==> config.mk <==
export PLATFORM = sky130hd
export DESIGN_NAME = btn_event_arbiter_flat
export DESIGN_NICKNAME = d
export VERILOG_FILES = /design/src/rtl/btn_event_arbiter_pkg.sv /design/src/rtl/btn_event_arbiter_if.sv /design/src/rtl/btn_event_arbiter_evt_fifo.sv /design/src/rtl/btn_event_arbiter.sv /design/src/flat_wrapper.sv
export SDC_FILE = /design/constraint.sdc
export NUM_CORES = 1
export LEC_CHECK = 0
export CAP_MARGIN = 20
export CORE_ASPECT_RATIO = 1.75
export CORE_UTILIZATION = 53
export DETAILED_ROUTE_END_ITERATION = 12
export GPL_TIMING_DRIVEN = 0
export PLACE_DENSITY = 0.78
export RECOVER_POWER = 50
export SLEW_MARGIN = 20
export SYNTH_ARGS = -nofsm -noshare
export SYNTH_HDL_FRONTEND = slang
export SYNTH_SLANG_ARGS = --single-unit
export TNS_END_PERCENT = 20
==> constraint.sdc <==
create_clock -name clk_in -period 2.4 [get_ports clk_in]
set_input_delay 0.24 -clock clk_in [delete_from_list [all_inputs] [get_ports clk_in]]
set_output_delay 0.24 -clock clk_in [all_outputs]
set_load 0.005 [all_outputs]
==> src/rtl/btn_event_arbiter_pkg.sv <==
`default_nettype none
// ============================================================================
//  Module      : btn_arb_pkg
//  Description : Shared constants and helper functions for the button event
//                arbiter. It provides the default channel count and FIFO
//                depth, a constant-evaluable clog2, and the derivation of the
//                event id width.
//  Revision    : 1.0 - initial release
// ============================================================================
package btn_arb_pkg;

    localparam int C_N_BTN_DEFAULT = 4;
    localparam int C_DEPTH_DEFAULT = 4;

    // Returns ceil(log2(value)); 0 for value <= 1.
    function automatic int clog2(input int value);
        int r;
        r = 0;
        for (int i = 0; i < 31; i++) begin
            if ((1 << i) < value) begin
                r = i + 1;
            end
        end
        return r;
    endfunction

    // An event id must be able to name every button, and it is at least one
    // bit wide.
    function automatic int id_width(input int n_btn);
        return (n_btn < 2) ? 1 : clog2(n_btn);
    endfunction

endpackage : btn_arb_pkg
`default_nettype wire

==> src/rtl/btn_event_arbiter_if.sv <==
`default_nettype none
// ============================================================================
//  Module      : btn_event_arbiter_if
//  Description : Valid/ready event stream from the arbiter to its consumer.
//                Ports:
//                  evt_valid - the head event is present
//                  evt_id    - button index of the head event
//                  evt_ready - the consumer accepts the head event
//                Modports: master (arbiter side), slave (consumer side).
//  Revision    : 1.0 - initial release
// ============================================================================
interface btn_event_arbiter_if #(
    parameter int ID_W = 2
);
    logic            evt_valid;
    logic [ID_W-1:0] evt_id;
    logic            evt_ready;

    modport master (
        output evt_valid,
        output evt_id,
        input  evt_ready
    );

    modport slave (
        input  evt_valid,
        input  evt_id,
        output evt_ready
    );
endinterface : btn_event_arbiter_if
`default_nettype wire

==> src/rtl/btn_event_arbiter_evt_fifo.sv <==
`default_nettype none
// ============================================================================
//  Module      : evt_fifo
//  Description : Synchronous show-ahead FIFO. The head entry is always present
//                on pop_data. A push while full is ignored, and so is a pop
//                while empty.
//                Ports: clk_in, rst (sync, active high), push/push_data,
//                       pop/pop_data, full, empty, count.
//  Revision    : 1.0 - initial release
// ============================================================================
module evt_fifo
    import btn_arb_pkg::*;
#(
    parameter int WIDTH = 2,
    parameter int DEPTH = 4          // power of 2, >= 2
) (
    input  wire logic                    clk_in,
    input  wire logic                    rst,
    input  wire logic                    push,
    input  wire logic [WIDTH-1:0]        push_data,
    input  wire logic                    pop,
    output logic      [WIDTH-1:0]        pop_data,
    output logic                         full,
    output logic                         empty,
    output logic      [clog2(DEPTH):0]   count
);

    localparam int PTR_W = clog2(DEPTH);
    localparam int CNT_W = PTR_W + 1;

    logic [WIDTH-1:0] r_mem [DEPTH];
    logic [PTR_W-1:0] r_wr_ptr;
    logic [PTR_W-1:0] r_rd_ptr;
    logic [CNT_W-1:0] r_count;

    logic w_do_push;
    logic w_do_pop;

    assign full      = (r_count == CNT_W'(DEPTH));
    assign empty     = (r_count == '0);
    assign count     = r_count;
    assign pop_data  = r_mem[r_rd_ptr];
    assign w_do_push = push & ~full;
    assign w_do_pop  = pop & ~empty;

    // Because DEPTH is a power of 2, the pointers wrap naturally.
    always_ff @(posedge clk_in) begin
        if (rst) begin
            r_wr_ptr <= '0;
            r_rd_ptr <= '0;
            r_count  <= '0;
            for (int i = 0; i < DEPTH; i++) begin
                r_mem[i] <= '0;
            end
        end else begin
            if (w_do_push) begin
                r_mem[r_wr_ptr] <= push_data;
                r_wr_ptr        <= r_wr_ptr + 1'b1;
            end
            if (w_do_pop) begin
                r_rd_ptr <= r_rd_ptr + 1'b1;
            end
            case ({w_do_push, w_do_pop})
                2'b10:   r_count <= r_count + 1'b1;
                2'b01:   r_count <= r_count - 1'b1;
                default: r_count <= r_count;
            endcase
        end
    end

endmodule : evt_fifo
`default_nettype wire

==> src/rtl/btn_event_arbiter.sv <==
`default_nettype none
// ============================================================================
//  Module      : btn_event_arbiter
//  Description : Captures one-cycle button pulses into pending flags. The
//                flags are arbitrated into a single ordered event FIFO, and
//                the events are presented on a valid/ready stream.
//                Ports:
//                  clk_in, rst   - clock, synchronous active-high reset
//                  pulse_in      - one-shot pulses, bit i = button i
//                  evt           - event stream (master modport)
//                  pend          - captured but not yet queued pulses
//                  fifo_count    - number of queued events
//                  overflow      - sticky, a pulse was lost
//                  ovf_clr       - clears overflow (a set in the same cycle wins)
//                Build option: BTN_ARB_FIXED_PRIO_EN selects fixed priority
//                (the lowest index wins) instead of round-robin.
//  Revision    : 1.0 - initial release
// ============================================================================
module btn_event_arbiter
    import btn_arb_pkg::*;
#(
    parameter int N_BTN = C_N_BTN_DEFAULT,   // 2..8
    parameter int DEPTH = C_DEPTH_DEFAULT    // power of 2, >= 2
) (
    input  wire logic                     clk_in,
    input  wire logic                     rst,
    input  wire logic [N_BTN-1:0]         pulse_in,
    btn_event_arbiter_if.master           evt,
    output logic      [N_BTN-1:0]         pend,
    output logic      [clog2(DEPTH):0]    fifo_count,
    output logic                          overflow,
    input  wire logic                     ovf_clr
);

    localparam int ID_W = id_width(N_BTN);

    logic [N_BTN-1:0] r_pend;
    logic             r_overflow;

    logic             w_fifo_full;
    logic             w_fifo_empty;
    logic [ID_W-1:0]  w_head_id;
    logic             w_pop;
    logic             w_req_vld;
    logic [ID_W-1:0]  w_grant_idx;
    logic             w_push;
    logic [N_BTN-1:0] w_grant_oh;
    logic             w_ovf_set;

`ifdef BTN_ARB_FIXED_PRIO_EN
    // Fixed priority: the lowest pending index wins. The scan runs downward,
    // so the last hit is the lowest index.
    always_comb begin
        w_req_vld   = 1'b0;
        w_grant_idx = '0;
        for (int i = N_BTN - 1; i >= 0; i--) begin
            if (r_pend[i]) begin
                w_req_vld   = 1'b1;
                w_grant_idx = ID_W'(i);
            end
        end
    end
`else
    logic [ID_W-1:0] r_rr_ptr;

    // Round-robin: find the first pending bit at or after r_rr_ptr. The scan
    // covers offsets from highest to lowest, so the smallest offset wins.
    always_comb begin
        int v_idx;
        v_idx       = 0;
        w_req_vld   = 1'b0;
        w_grant_idx = '0;
        for (int k = N_BTN - 1; k >= 0; k--) begin
            v_idx = (int'(r_rr_ptr) + k) % N_BTN;
            if (r_pend[ID_W'(v_idx)]) begin
                w_req_vld   = 1'b1;
                w_grant_idx = ID_W'(v_idx);
            end
        end
    end

    // The pointer moves past the winner only when a grant actually happens.
    always_ff @(posedge clk_in) begin
        if (rst) begin
            r_rr_ptr <= '0;
        end else if (w_push) begin
            r_rr_ptr <= (w_grant_idx == ID_W'(N_BTN - 1)) ? '0 : w_grant_idx + 1'b1;
        end
    end
`endif

    // A full FIFO blocks the grant even if a pop frees an entry this cycle.
    assign w_push = w_req_vld & ~w_fifo_full;
    assign w_pop  = ~w_fifo_empty & evt.evt_ready;

    always_comb begin
        w_grant_oh = '0;
        if (w_push) begin
            w_grant_oh[w_grant_idx] = 1'b1;
        end
    end

    // A pulse on a still-pending channel that is not being granted is lost.
    assign w_ovf_set = |(pulse_in & r_pend & ~w_grant_oh);

    // If a new pulse arrives on the channel being granted, the OR re-sets the
    // flag, so the fresh pulse is retained while the old one is queued.
    always_ff @(posedge clk_in) begin
        if (rst) begin
            r_pend     <= '0;
            r_overflow <= 1'b0;
        end else begin
            r_pend     <= (r_pend & ~w_grant_oh) | pulse_in;
            r_overflow <= w_ovf_set | (r_overflow & ~ovf_clr);
        end
    end

    evt_fifo #(
        .WIDTH (ID_W),
        .DEPTH (DEPTH)
    ) u_evt_fifo (
        .clk_in    (clk_in),
        .rst       (rst),
        .push      (w_push),
        .push_data (w_grant_idx),
        .pop       (w_pop),
        .pop_data  (w_head_id),
        .full      (w_fifo_full),
        .empty     (w_fifo_empty),
        .count     (fifo_count)
    );

    assign evt.evt_valid = ~w_fifo_empty;
    assign evt.evt_id    = w_head_id;
    assign pend          = r_pend;
    assign overflow      = r_overflow;

endmodule : btn_event_arbiter
`default_nettype wire

==> src/flat_wrapper.sv <==
// flat-port wrapper written by rule: the top's interface ports become plain ports
module btn_event_arbiter_flat import btn_arb_pkg::*;
#(
    parameter int N_BTN = C_N_BTN_DEFAULT,          
    parameter int DEPTH = C_DEPTH_DEFAULT                       
)
  (clk_in, rst, pulse_in, pend, fifo_count, overflow, ovf_clr, evt_evt_valid, evt_evt_id, evt_evt_ready);
  btn_event_arbiter_if evt_i ();
  input  wire logic clk_in;
  input  wire logic rst;
  input  wire logic [N_BTN-1:0] pulse_in;
  output logic      [N_BTN-1:0] pend;
  output logic      [clog2(DEPTH):0] fifo_count;
  output logic overflow;
  input  wire logic ovf_clr;
  output wire logic [$bits(evt_i.evt_valid)-1:0] evt_evt_valid;
  output wire logic [$bits(evt_i.evt_id)-1:0] evt_evt_id;
  input wire logic [$bits(evt_i.evt_ready)-1:0] evt_evt_ready;
  assign evt_evt_valid = evt_i.evt_valid;
  assign evt_evt_id = evt_i.evt_id;
  assign evt_i.evt_ready = evt_evt_ready;
  btn_event_arbiter #(.N_BTN(N_BTN), .DEPTH(DEPTH)) u_core (.clk_in(clk_in), .rst(rst), .pulse_in(pulse_in), .evt(evt_i), .pend(pend), .fifo_count(fifo_count), .overflow(overflow), .ovf_clr(ovf_clr));
endmodule
==> results.tsv, run 1 <==
stage	metric	value	unit
status	outcome	completed	
timing	setup_viol	0	
cells_and_area	n_fill_cell	188	
power_and_ir_drop	swShare	33.5	%
die	die_x	39.3	microns
power_and_ir_drop	vdd_ir_drop_max	0.469	mV
die	rows	23	
clock_tree	cts-root-buf	clkbuf_8	
die	io_pins	19	
detailed_routing	vias	1038	
power_and_ir_drop	power_switching	0.502	mW
setup_path	critPathKind	reg -> reg	
die	die_area	2650	sq um
setup_path	crit_fanout	8	
cells_and_area	multi_input_area	658	sq um
setup_path	reg2regPathDepth	9	
synthesis	synth-edff-count	8	
cells_and_area	fin_util	68.9	%
timing	timing.fmax	450	MHz
timing	worst_slew_pin_slew	0.488	ns
placement	placed_cell_area	1500	sq um
placement	dp_hpwl	1970	microns
synthesis	ys_seq_area_share	43.4	%
job	cap_violations	0	
timing	period_share	92.5	%
detailed_routing	drcViolationCount	0	
global_route	grt_overflow	0	
placement	routabilityCongestion	0.800	
clock_tree	cts_num_sinks	24	
synthesis	netlist_area	1290	sq um
die	coreArea	2300	sq um
clock_tree	cts_tree	yes	
detailed_routing	drt-pass1-iter-count	4	
setup_path	start_kind	flop	
synthesis	syn_inst	131	
power_and_ir_drop	power.density	947	nW/um^2
timing	rsz0062_at_grt	no	
cells_and_area	layout_common_cells	14 x inv_1, 13 x dfxtp_1, 13 x clkdlybuf4s50_1, 11 x nor2_1, 10 x a21oi_1	
global_route	antenna_found_initial	0	
global_route	grt_max_degree	14	
min_path	holdPathStages	3	
cells_and_area	layout_commonest_cell	inv_1	
clock_tree	clk_pin_slew	0.08	ns
cells_and_area	antennaDiodeCount	0	
setup_path	required	2.60	ns
clock_tree	clk_latency	0.26	ns
synthesis	yosys_warnings	0	
detailed_routing	drtIter0Drc	24	
setup_path	rrSetupSlack	0.18	ns
setup_path	cp-end-kind	flop	
timing	slew_headroom	67.5	%
timing	hold_violations	0	
setup_path	timing.rr.start	u_core.u_evt_fifo.count[2]$_SDFFE_PP0P_	
clock_tree	cts.path.max_buffers	2	
detailed_routing	via_per_inst	5.80	
setup_path	rr_endpoint	u_core.u_evt_fifo.count[2]$_SDFFE_PP0P_	
power_and_ir_drop	p_clk_share	18.4	%
power_and_ir_drop	power_frac_seq	41.1	%
die	die_h	67.3	microns
synthesis	avgSynthCellArea	9.86	sq um
cells_and_area	nNetsFinal	169	
die	initial_core_util	56.1	%
synthesis	async_reset_ff_share	0	%
synthesis	ys_seq_elements	24	
global_route	grt_pass1_vias	1013	
power_and_ir_drop	internal-power	0.999	mW
detailed_routing	wl	2720	microns
timing	report.final.slew_viol_count	0	
cells_and_area	drive_gt1_share	16.9	%
synthesis	synth.distinct_cells	47	
setup_path	arrival	2.42	ns
cells_and_area	syn_to_final_growth	22.8	%
power_and_ir_drop	power_frac_comb	40.5	%
clock_tree	numCtsBuffers	3	
cells_and_area	regArea	564	sq um
cells_and_area	final_area	1590	sq um
min_path	min_path_type	in -> reg	
setup_path	crit_path_end	u_core.u_evt_fifo.count[2]$_SDFFE_PP0P_	
global_route	grt_use_total	23.6	%
timing	fin_crit	2.22	ns
placement	io_buffers	18	
timing	finClkSkew	0.00219	ns
detailed_routing	drtAntennaViolNets	0	
detailed_routing	wl_per_cell	15.2	microns
clock_tree	postCtsHoldBufs	0	
setup_path	startpoint	u_core.u_evt_fifo.count[2]$_SDFFE_PP0P_	
synthesis	ys.flop_type	dfxtp_1	
timing	tns	0	ns
global_route	grt_pass1_wl	4330	microns
synthesis	synth_fp_nets	145	
clock_tree	cts_max_level	1	
power_and_ir_drop	leakage	0.625	nW
==> how the worst min path moves through the flow <==
stage,from,endpoint,slack (ns)
floorplan,pulse_in[0],u_core.pend[0]$_SDFF_PP0_,0.37
global placement,u_core.u_evt_fifo.r_rd_ptr[1]$_SDFFE_PP0P_,u_core.u_evt_fifo.r_rd_ptr[1]$_SDFFE_PP0P_,0.50
detailed placement,u_core.u_evt_fifo.r_rd_ptr[1]$_SDFFE_PP0P_,u_core.u_evt_fifo.r_rd_ptr[1]$_SDFFE_PP0P_,0.53
CTS,pulse_in[1],u_core.pend[1]$_SDFF_PP0_,0.54
global route,pulse_in[1],u_core.pend[1]$_SDFF_PP0_,0.56
finish,pulse_in[1],u_core.pend[1]$_SDFF_PP0_,0.53
==> sequential cells by signal, summed over array words and instances (netlist names), named ones only <==
register / flops
u_core.u_evt_fifo.r_rd_ptr: 2
u_core.pend: 4
u_core.u_evt_fifo.count: 3
u_core.overflow: 1
u_core.r_rr_ptr: 2
u_core.u_evt_fifo.r_wr_ptr: 2
u_core.u_evt_fifo.r_mem: 8
==> final cells by class <==
type                            instances  share of cell area (%)
Sequential cell                        24                    35.6
Buffer                                  5                    1.82
Tap cell                               25                    1.97
Timing Repair Buffer                   20                    12.3
Multi-Input combinational cell         87                    41.5
Inverter                               14                    3.31
Clock buffer                            4                    3.47
==> synthesized netlist by cell type, types with 2 or more instances <==
cell,n,area (sq um)
or3_2,2,15.0
edfxtp_1,8,240
mux4_2,2,45.0
nand2b_1,2,12.5
nor3_1,2,10.0
a31o_2,2,17.5
nand3_1,2,10.0
buf_2,2,10.0
xor2_1,3,26.3
dfxtp_1,16,320
or3_1,2,12.5
nand2_1,4,15.0
nor2b_1,3,18.8
a21oi_1,10,50.1
a21o_1,2,15.0
nor2_1,12,45.0
nor4b_1,2,17.5
or3b_2,2,17.5
nand3b_1,2,15.0
inv_1,14,52.6
ha_1,5,62.6
o21ai_0,7,35.0
==> layer usage <==
| metal | GRT usage [%] | vias to the layer above | part of all wire (%) |
|---|---|---|---|
| met3 | 2.30 | 6 | 3.2 |
| met4 | 9.05 | 0 | 2.0 |
| met5 | 0 | - | 0 |
| met2 | 43.5 | 27 | 57 |
| li1 | - | 514 | - |
| met1 | 26.3 | 491 | 37 |
==> stage by stage <==
step                hold WS (ns)  cells  setup WS, ns  power (mW)
global placement           0.505    174        -0.124        1.20
finish                     0.531    179         0.180        1.50
global route               0.557    179        0.0172        1.61
detailed placement         0.530    174        -0.168        1.22
floorplan                  0.369    131         0.165       0.989
CTS                        0.542    179        0.0244        1.51
==> critical path, stage by stage, from the launching register on <==
cell,delay [ns]
dfxtp_1,0.44
nor3b_4,0.30
nor2_2,0.12
inv_1,0.08
ha_1,0.18
inv_1,0.06
fa_1,0.37
xor2_1,0.16
or3_1,0.30
a21oi_1,0.14
==> cell families (layout without fill, tap and decap cells) <==
family,count (synthesis),in the layout,share of synthesized area [%]
AOI/OAI and AO/OA,32,32,16.6
xor gates and xnor gates,4,4,2.71
buffers and inverters,20,43,6.69
muxes,3,3,4.26
and+or+nand+nor,42,42,20.0
adders and majority gates,6,6,6.40
DFF,24,24,43.4
==> power groups by stage <==
stage               sequential, mW  combinational, mW  clock, mW
global route                 0.633              0.683      0.294
CTS                          0.613              0.621      0.279
global placement             0.611              0.585          0
detailed placement           0.617              0.598          0
finish                       0.617              0.609      0.276
floorplan                    0.598              0.391          0
==> repair_timing <==
| item | CTS | global route |
|---|---|---|
| pin swaps | 0 | 1 |
| endpoints found under the setup margin | 1 | 2 |
| resized for setup | 3 | 4 |
| cloned | 0 | 0 |
| setup buffers | 1 | 1 |
(Power assumes the default switching activity.)
==> run 2: changes to the inputs <==
--- a/config.mk
+++ b/config.mk
@@ -7,6 +7,7 @@
 export LEC_CHECK = 0
 export CAP_MARGIN = 20
 export CORE_ASPECT_RATIO = 1.75
+export CORE_MARGIN = 5
 export CORE_UTILIZATION = 53
 export DETAILED_ROUTE_END_ITERATION = 12
 export GPL_TIMING_DRIVEN = 0
==> run 2 against run 1 <==
  * Non-clock buffer count grew 1
  * Maximum frequency shrank 3.8%
  * Via count grew 1.7%
  * Critical path type unchanged
==> results.tsv, run 2 (synthesized netlist as in run 1, its figures left out) <==
stage	metric	value	unit	change
status	outcome	completed		
timing	rsz0062_at_grt	yes		
timing	slew_headroom	67.8	%	+0.33 points
detailed_routing	drcViolationCount	0		unchanged
job	cap_violations	0		unchanged
die	initial_core_util	56.1	%	unchanged
clock_tree	cts_max_level	1		unchanged
setup_path	crit_chain	buf_2 > nor4_4 > nor2_2 > inv_1 > ha_1 > inv_1 > fa_1 > xor2_1 > or3_1 > a21oi_1		
timing	hold_violations	0		unchanged
setup_path	crit_buf_inv	3		+1
detailed_routing	drtAntennaViolNets	0		unchanged
detailed_routing	wl_per_cell	15.4	microns	+1.5%
global_route	grt_use_total	18.2	%	-5.5 points
cells_and_area	syn_to_final_growth	23.6	%	
global_route	grt_pass1_vias	1125		+11%
setup_path	startpoint	u_core.pend[2]$_SDFF_PP0_		
clock_tree	cts_tree	yes		
timing	worst_slew_pin_slew	0.483	ns	-0.00497 ns
min_path	min_path_type	reg -> reg		
detailed_routing	wl	2780	microns	+2.1%
setup_path	arrival	2.50	ns	+0.08 ns
cells_and_area	regArea	561	sq um	-0.67%
detailed_routing	wl_met3	103	microns	+17%
cells_and_area	antennaDiodeCount	0		unchanged
cells_and_area	final_area	1600	sq um	+0.71%
setup_path	crit_fanout	9		+1
global_route	grt_overflow	0		unchanged
placement	dp_hpwl	2080	microns	+5.6%
cells_and_area	nNetsFinal	170		+0.59%
die	die_area	3560	sq um	+35%
placement	routabilityCongestion	0.856		+7.0%
setup_path	crit_path_frequent_cell	inv_1		
setup_path	start_kind	flop		
setup_path	critPathKind	reg -> reg		
placement	placed_cell_area	1500	sq um	unchanged
global_route	grt_max_degree	14		unchanged
power_and_ir_drop	power.density	947	nW/um^2	about the same
global_route	grt_pass1_wl	4710	microns	+8.9%
timing	tns	0	ns	unchanged
timing	setup_viol	0		unchanged
die	die_x	47.3	microns	+20%
detailed_routing	drtIter0Drc	17		-29%
clock_tree	cts-root-buf	clkbuf_8		
cells_and_area	layout_common_cells	16 x dfxtp_1, 16 x clkdlybuf4s50_1, 14 x inv_1, 11 x nor2_1, 10 x a21oi_1		
timing	fin_crit	2.31	ns	+0.0882 ns
clock_tree	cts_num_sinks	24		unchanged
cells_and_area	drive_gt1_share	16.8	%	-0.11 points
cells_and_area	largest_reg_flops	8		unchanged
die	coreArea	2300	sq um	unchanged
clock_tree	clk_pin_slew	0.08	ns	about the same
die	rows	23		unchanged
setup_path	timing.rr.start	u_core.pend[2]$_SDFF_PP0_		
detailed_routing	m1WireLength	992	microns	-2.3%
detailed_routing	wl_met2	1630	microns	+4.4%
setup_path	crit_slowest_cell	fa_1		
placement	io_buffers	18		unchanged
cells_and_area	top_register	u_core.u_evt_fifo.r_mem		
power_and_ir_drop	vdd_ir_drop_max	0.519	mV	+11%
timing	period_share	96.2	%	+3.7 points
detailed_routing	via_per_inst	5.87		+1.2%
timing	holdWs	0.532	ns	+0.00167 ns
timing	finClkSkew	0.00570	ns	+0.00351 ns
cells_and_area	multi_input_area	668	sq um	+1.5%
cells_and_area	n_fill_cell	189		+0.53%
clock_tree	cts.path.max_buffers	2		unchanged
clock_tree	postCtsHoldBufs	0		unchanged
clock_tree	clk_latency	0.26	ns	about the same
detailed_routing	drt-pass1-iter-count	4		unchanged
global_route	antenna_found_initial	0		unchanged
power_and_ir_drop	leakage	0.627	nW	+0.32%
timing	timing.fmax	433	MHz	-3.8%
setup_path	required	2.59	ns	about the same
min_path	hp-start	u_core.u_evt_fifo.r_rd_ptr[1]$_SDFFE_PP0P_		
detailed_routing	top_layer	met4		
setup_path	cp-end-kind	flop		
clock_tree	numCtsBuffers	3		unchanged
detailed_routing	vias	1056		+1.7%
setup_path	cpLargestDelayFamily	simple AND/OR/NAND/NOR gates		
die	die_h	75.3	microns	+12%
setup_path	cp_slowest_stage_delay	0.38	ns	-0.06 ns
die	io_pins	19		unchanged
timing	report.final.slew_viol_count	0		unchanged
[run 2: what timing repair did]
action	in CTS	in global routing
setup buffers	2	0
gates resized for setup	2	2
pin swaps	1	1
hold endpoints to repair	0	0
setup endpoints to repair	2	3
[run 2: layer usage]
| layer | vias up | GRT usage, % |
|---|---|---|
| li1 | 514 | - |
| met1 | 512 | 17.6 |
| met2 | 23 | 36.0 |
| met3 | 7 | 3.31 |
| met4 | 0 | 5.54 |
| met5 | - | 0 |
[run 2: cell type report]
cell class / count / share of cell area, %
Buffer: 6 / 2.12
Timing Repair Buffer: 20 / 12.2
Inverter: 14 / 3.29
Multi-Input combinational cell: 87 / 41.8
Clock buffer: 4 / 3.45
Sequential cell: 24 / 35.1
Tap cell: 25 / 1.96
[run 2: worst paths after layout]
| kind | endpoint | slack [ns] | cells after the start |
|---|---|---|---|
| min reg2reg | u_core.u_evt_fifo.r_rd_ptr[1]$_SDFFE_PP0P_ | 0.53 | 2 |
| min | u_core.u_evt_fifo.r_rd_ptr[1]$_SDFFE_PP0P_ | 0.53 | 2 |
| max | u_core.u_evt_fifo.count[2]$_SDFFE_PP0P_ | 0.09 | 10 |
| max reg2reg | u_core.u_evt_fifo.count[2]$_SDFFE_PP0P_ | 0.09 | 10 |
[run 2: report_power, final]
part	switching [mW]	internal, mW
clock	0.126	0.146
combinational	0.289	0.339
sequential	0.0910	0.520
[run 2: tightest hold or removal path, delay by kind of cell, from the launching register on]
kind | cells | cell delay, ns
DFF | 1 | 0.33
and+or+nand+nor | 1 | 0.10
xor gates and xnor gates | 1 | 0.06
[run 2: per-stage QoR]
step           setup WS [ns]  std cells  utilization (%)  total power [mW]
2_1_floorplan          0.165        131                -             0.989
3_3_place_gp          -0.120        174             65.3              1.20
3_5_place_dp          -0.195        174             65.3              1.22
4_1_cts               0.0640        180             69.0              1.52
5_1_grt              -0.0665        180             69.3              1.62
6_report              0.0917        180             69.3              1.51
